### config.mk
export PLATFORM = sky130hd
export DESIGN_NAME = riscv_fetch_buffer
export DESIGN_NICKNAME = d
export VERILOG_FILES = /design/src/rtl/riscv_fetch_buffer.sv
export SDC_FILE = /design/constraint.sdc
export NUM_CORES = 1
export LEC_CHECK = 0
export ABC_AREA = 1
export CAP_MARGIN = 0
export CORE_ASPECT_RATIO = 1.5
export CORE_UTILIZATION = 55
export DETAILED_ROUTE_END_ITERATION = 10
export GPL_TIMING_DRIVEN = 0
export HOLD_SLACK_MARGIN = 0.03
export PLACE_DENSITY_LB_ADDON = 0.05
export SYNTH_ARGS = -nofsm -noshare
export SYNTH_HDL_FRONTEND = slang
export SYNTH_SLANG_ARGS = --single-unit
export TNS_END_PERCENT = 50
### constraint.sdc
create_clock -name clk -period 7.1 [get_ports clk]
set_input_delay 1.42 -clock clk [delete_from_list [all_inputs] [get_ports clk]]
set_output_delay 1.42 -clock clk [all_outputs]
set_load 0.02 [all_outputs]
### src/rtl/riscv_fetch_buffer.sv
// riscv_fetch_buffer
//   Instruction-fetch front end. Issues sequential, word-aligned fetch
//   requests to an in-order, variable-latency instruction memory. Returned
//   instructions are queued with their PCs in a DEPTH-entry FIFO that feeds
//   the IF/ID register. A redirect from EX flushes the FIFO, marks every
//   in-flight request as stale and restarts fetch at the new PC.
//
// Ports
//   clk, reset                 core clock, synchronous active-high reset
//   imem_req_valid_o/ready_i   fetch request handshake
//   imem_req_addr_o            fetch address (word aligned)
//   imem_resp_valid_i/data_i   in-order instruction response
//   redirect_i, redirect_pc_i  taken branch/jump from EX, new fetch PC
//   id_valid_o/ready_i         FIFO head handshake toward decode
//   id_instr_o, id_pc_o        FIFO head contents (0 when empty)
//   count_o                    FIFO occupancy
module riscv_fetch_buffer #(
    parameter logic [31:0] RESET_PC = 32'h0000_0000,
    parameter int          DEPTH    = 4
) (
    input  logic                     clk,
    input  logic                     reset,
    output logic                     imem_req_valid_o,
    input  logic                     imem_req_ready_i,
    output logic [31:0]              imem_req_addr_o,
    input  logic                     imem_resp_valid_i,
    input  logic [31:0]              imem_resp_data_i,
    input  logic                     redirect_i,
    input  logic [31:0]              redirect_pc_i,
    output logic                     id_valid_o,
    input  logic                     id_ready_i,
    output logic [31:0]              id_instr_o,
    output logic [31:0]              id_pc_o,
    output logic [$clog2(DEPTH):0]   count_o
);
    localparam int AW = $clog2(DEPTH);
    localparam int CW = AW + 1;

    logic [31:0]   fetch_pc_q, fetch_pc_d;
    logic [31:0]   resp_pc_q, resp_pc_d;
    logic [CW-1:0] live_q, live_d;
    logic [CW-1:0] drop_q, drop_d;
    logic [CW-1:0] count_q, count_d;
    logic [AW-1:0] rptr_q, rptr_d;
    logic [AW-1:0] wptr_q, wptr_d;
    logic [31:0]   instr_mem_q [DEPTH];
    logic [31:0]   pc_mem_q    [DEPTH];

    logic [CW:0]   credits_used;
    logic          req_fire;
    logic          resp_drop;
    logic          resp_keep;
    logic          push;
    logic          pop;
    logic [31:0]   redirect_pc_aligned;
    logic          unused_redirect_lsbs;

    assign redirect_pc_aligned  = {redirect_pc_i[31:2], 2'b00};
    assign unused_redirect_lsbs = ^redirect_pc_i[1:0];

    // Every accepted request reserves a FIFO slot (live) or is still owed a
    // response that will be thrown away (drop); both hold a credit.
    assign credits_used = {1'b0, count_q} + {1'b0, live_q} + {1'b0, drop_q};

    assign imem_req_valid_o = !reset && !redirect_i && (credits_used < (CW+1)'(DEPTH));
    assign imem_req_addr_o  = fetch_pc_q;
    assign req_fire         = imem_req_valid_o && imem_req_ready_i;

    // Stale responses are consumed first; a response with nothing
    // outstanding is a protocol error and is ignored.
    assign resp_drop = imem_resp_valid_i && (drop_q != '0);
    assign resp_keep = imem_resp_valid_i && (drop_q == '0) && (live_q != '0);

    assign id_valid_o = !reset && (count_q != '0);
    assign id_instr_o = id_valid_o ? instr_mem_q[rptr_q] : 32'h0;
    assign id_pc_o    = id_valid_o ? pc_mem_q[rptr_q]    : 32'h0;
    assign count_o    = reset ? '0 : count_q;

    // A redirect flushes the FIFO, so its push/pop are suppressed.
    assign push = resp_keep && !redirect_i;
    assign pop  = id_valid_o && id_ready_i && !redirect_i;

    always_comb begin
        fetch_pc_d = fetch_pc_q;
        resp_pc_d  = resp_pc_q;
        live_d     = live_q;
        drop_d     = drop_q;
        count_d    = count_q;
        rptr_d     = rptr_q;
        wptr_d     = wptr_q;
        if (redirect_i) begin
            fetch_pc_d = redirect_pc_aligned;
            resp_pc_d  = redirect_pc_aligned;
            live_d     = '0;
            // All live requests become stale; a response arriving now is
            // one of them (or a dropped one) and is consumed here.
            drop_d     = drop_q + live_q
                       - CW'(imem_resp_valid_i && ((drop_q != '0) || (live_q != '0)));
            count_d    = '0;
            rptr_d     = '0;
            wptr_d     = '0;
        end else begin
            if (req_fire) fetch_pc_d = fetch_pc_q + 32'd4;
            live_d  = live_q + CW'(req_fire) - CW'(resp_keep);
            drop_d  = drop_q - CW'(resp_drop);
            if (push) begin
                resp_pc_d = resp_pc_q + 32'd4;
                wptr_d    = wptr_q + AW'(1);
            end
            if (pop) rptr_d = rptr_q + AW'(1);
            count_d = count_q + CW'(push) - CW'(pop);
        end
    end

    always_ff @(posedge clk) begin
        if (reset) begin
            fetch_pc_q <= RESET_PC;
            resp_pc_q  <= RESET_PC;
            live_q     <= '0;
            drop_q     <= '0;
            count_q    <= '0;
            rptr_q     <= '0;
            wptr_q     <= '0;
        end else begin
            fetch_pc_q <= fetch_pc_d;
            resp_pc_q  <= resp_pc_d;
            live_q     <= live_d;
            drop_q     <= drop_d;
            count_q    <= count_d;
            rptr_q     <= rptr_d;
            wptr_q     <= wptr_d;
        end
    end

    // Storage needs no reset: entries are only visible through count_q.
    always_ff @(posedge clk) begin
        if (push && !reset) begin
            instr_mem_q[wptr_q] <= imem_resp_data_i;
            pc_mem_q[wptr_q]    <= resp_pc_q;
        end
    end

endmodule

==> impl_metrics.ini, run 1 <==
[status]
status = finished, final reports clean

[cts]
post_cts_buffers = 0
clk_pin_slew_ns = 0.06
root_buffer = clkbuf_16
cts_buffers = 29
cts_resized = 0
cts_sinks = 323
cts_tree = done
cts_hold_buffers = 0
insertion_delay_ns = 0.55
ctsHtreeMaxLevel = 1
clk_path_buf_depth = 3

[finish]
drive_gt1_share_pct = 7.517
instances_no_fill = 2133
final_cell_mix = nor2_1, nand2_1, edfxtp_1, o21ai_0, clkdlybuf4s50_1
syn_to_final_growth_pct = 22.20
stdcell_area_um2 = 18000
num_antenna_cells = 0
layout.cells.most_common = nor2_1
nNetsFinal = 1866
fin_util_pct = 68.20

[power_and_ir_drop]
p_leak_uw = 0.006426
p_total_uw = 3943
power_density_nw_per_um2 = 219.0
ir_drop_v = 0.0001923

[timing]
setup_viol = 0
rsz0062_at_grt = no
setup_tns_ns = 0
skew_ns = 0.01369
hold_viol_final = 0
fmax_mhz = 209.2
worst_slew_pin_slew_ns = 0.7556
fin_crit_sh_pct = 67.34
fin_crit_ns = 4.781
maxSlewHeadroom_pct = 49.62
slew_viol_final = 0

[global_route]
grt_pass1_vias = 11100
grt_pass1_wl_um = 58550
antenna_found_initial = 0
grt-ovfl-total = 0
grt_usage_pct = 28.21
grt_max_degree = 29

[floorplan]
die_area_um2 = 27460
rows = 73
ios = 171
core-area_um2 = 26400
die_h_um = 202.4
start_util_pct = 55.81
die_x_um = 135.6

[critical_path]
critPathLaunchType = primary input
r2r_start = live_q[1]
worst-r2r-setup-slack_ns = 3.73
arrival_ns = 3.36
end_kind = primary output
required_ns = 5.68
timing.rr.end = live_q[2]
cp-endpoint = id_pc_o[19]
crit_fanout = 10
rr_worst_depth = 14
cp-startpoint = reset
worstSetupPathType = primary input to primary output

[route]
wire_per_inst_um = 17.80
vias = 11580
first_iter_violations = 791
drc_errors = 0
dr.pass1.iters = 6
ant_nets = 0
drt-total-wl_um = 37960
viasPerCell = 5.427

[logic_synthesis]
synth_area_um2 = 14730
synth_cell_type_count = 38
synth-seq-cells = 323
yosysWarnings = 0
ys_seq_area_share_pct = 60.74
postSynthAreaPerCell_um2 = 9.395
postSynthCellCount = 1568

[placement]
dp_hpwl_um = 26800
io_buffer_count = 162
globalplace.congestion = 0.9142
place_inst = 2079
place_area_um2 = 17030

[flow_run]
drv_cap = 0

[min_path]
min_path_type = register to register
whs_path_depth = 2
-- how the worst min path moves through the flow --
stage / start / endpoint / slack, ns
2_1_floorplan: rptr_q[1] / register / 0.43
3_3_place_gp: rptr_q[0] / rptr_q[0] / 0.47
3_5_place_dp: rptr_q[1] / rptr_q[1] / 0.48
4_1_cts: rptr_q[1] / rptr_q[1] / 0.50
5_1_grt: rptr_q[1] / rptr_q[1] / 0.53
6_report: rptr_q[1] / rptr_q[1] / 0.50
-- per-stage QoR --
step | worst slack (ns) | hold slack [ns]
floorplan | 1.947 | 0.4334
global placement | -1.013 | 0.4674
detailed placement | 2.307 | 0.4817
CTS | 2.307 | 0.4955
global route | 2.236 | 0.5284
finish | 2.319 | 0.5046
-- sequential cells by signal, indices dropped and copies added (netlist names), named ones only --
name / flops
resp_pc_q: 30
imem_req_addr_o: 30
count_q: 3
rptr_q: 2
live_q: 3
pc_mem_q: 120
instr_mem_q: 128
drop_q: 3
wptr_q: 2
-- cells by family after synthesis --
kind of cell	Yosys count	synth area share, %
compound gates	305	10.61
flops	323	60.74
buf+inv	189	5.376
xor+xnor	16	0.9513
simple gates	711	20.04
fa+ha+maj	23	2.259
other cells	1	0.02546
-- cell type report --
cell class                 instances  area (µm²)
inverter                         118       444.2
sequential                       323        8949
buffer                            71       347.8
multi-input combinational       1059        5032
clock buffer                      40       807.0
fill                            2075        8394
timing repair buffer             171        1832
tap                              337       421.7
clock inverter                    14       168.9
-- power by group --
part | switching (µW) | total, µW | leakage [µW] | internal, µW
clock | 654 | 1590 | 0.000481 | 938
sequential | 43.5 | 2100 | 0.00287 | 2060
combinational | 138 | 249 | 0.00308 | 111
total | 836 | 3940 | 0.00643 | 3110
-- synth_stat cells, drive strengths merged --
| master | count | share of area, % |
|---|---|---|
| o22ai | 1 | 0.042 |
| nor2 | 363 | 9.8 |
| clkbuf | 39 | 1.0 |
| ha | 17 | 1.4 |
| xor2 | 9 | 0.54 |
| conb | 1 | 0.025 |
| or2 | 3 | 0.13 |
| o21bai | 5 | 0.25 |
| fa | 6 | 0.82 |
| o21ai | 178 | 6.0 |
| buf | 32 | 1.4 |
| edfxtp | 248 | 51 |
| a31oi | 13 | 0.55 |
| a21oi | 107 | 3.7 |
| and2 | 2 | 0.085 |
| clkinv | 1 | 0.034 |
| nor3 | 7 | 0.31 |
| nand3 | 68 | 2.5 |
| inv | 117 | 3.0 |
| nand2 | 260 | 6.8 |
| dfxtp | 75 | 10 |
| nand4 | 8 | 0.34 |
| o211ai | 1 | 0.051 |
| xnor2 | 7 | 0.42 |
-- worst max-delay path: stages --
cell             delay [ns]
buf_4                  0.13
nor2_1                 0.08
nor3_4                 0.61
buf_2                  0.38
a21oi_1                0.14
clkdlybuf4s50_1        0.57
-- layer usage --
layer,vias up,part of all wire (%),global-route usage [%]
li1,5670,-,-
met1,5429,37,32.01
met2,396,53,51.90
met3,80,5.6,3.060
met4,0,4.3,13.44
met5,-,0,0
Note: power is estimated with default switching activity, not from simulation.
==> inputs of run 2 (changes only) <==
==> constraint.sdc (replaced) <==
create_clock -name clk -period 4.5 [get_ports clk]
set_input_delay 0.9 -clock clk [delete_from_list [all_inputs] [get_ports clk]]
set_output_delay 0.9 -clock clk [all_outputs]
set_load 0.02 [all_outputs]
==> results of run 2 <==
Same layout as run 1 (identical final DEF). Status: finished, final reports clean.
Main changes from that run: setup slack after placement 2.307 ns -> 0.6597 ns; setup slack after layout 2.319 ns -> 0.5511 ns; start point of the critical path reset -> live_q[1]; end point of the critical path id_pc_o[19] -> imem_req_valid_o; register-to-register setup slack 3.73 ns -> 1.13 ns; total power 3943 µW -> 6221 µW; worst IR drop on VDD 0.0001923 V -> 0.0003033 V
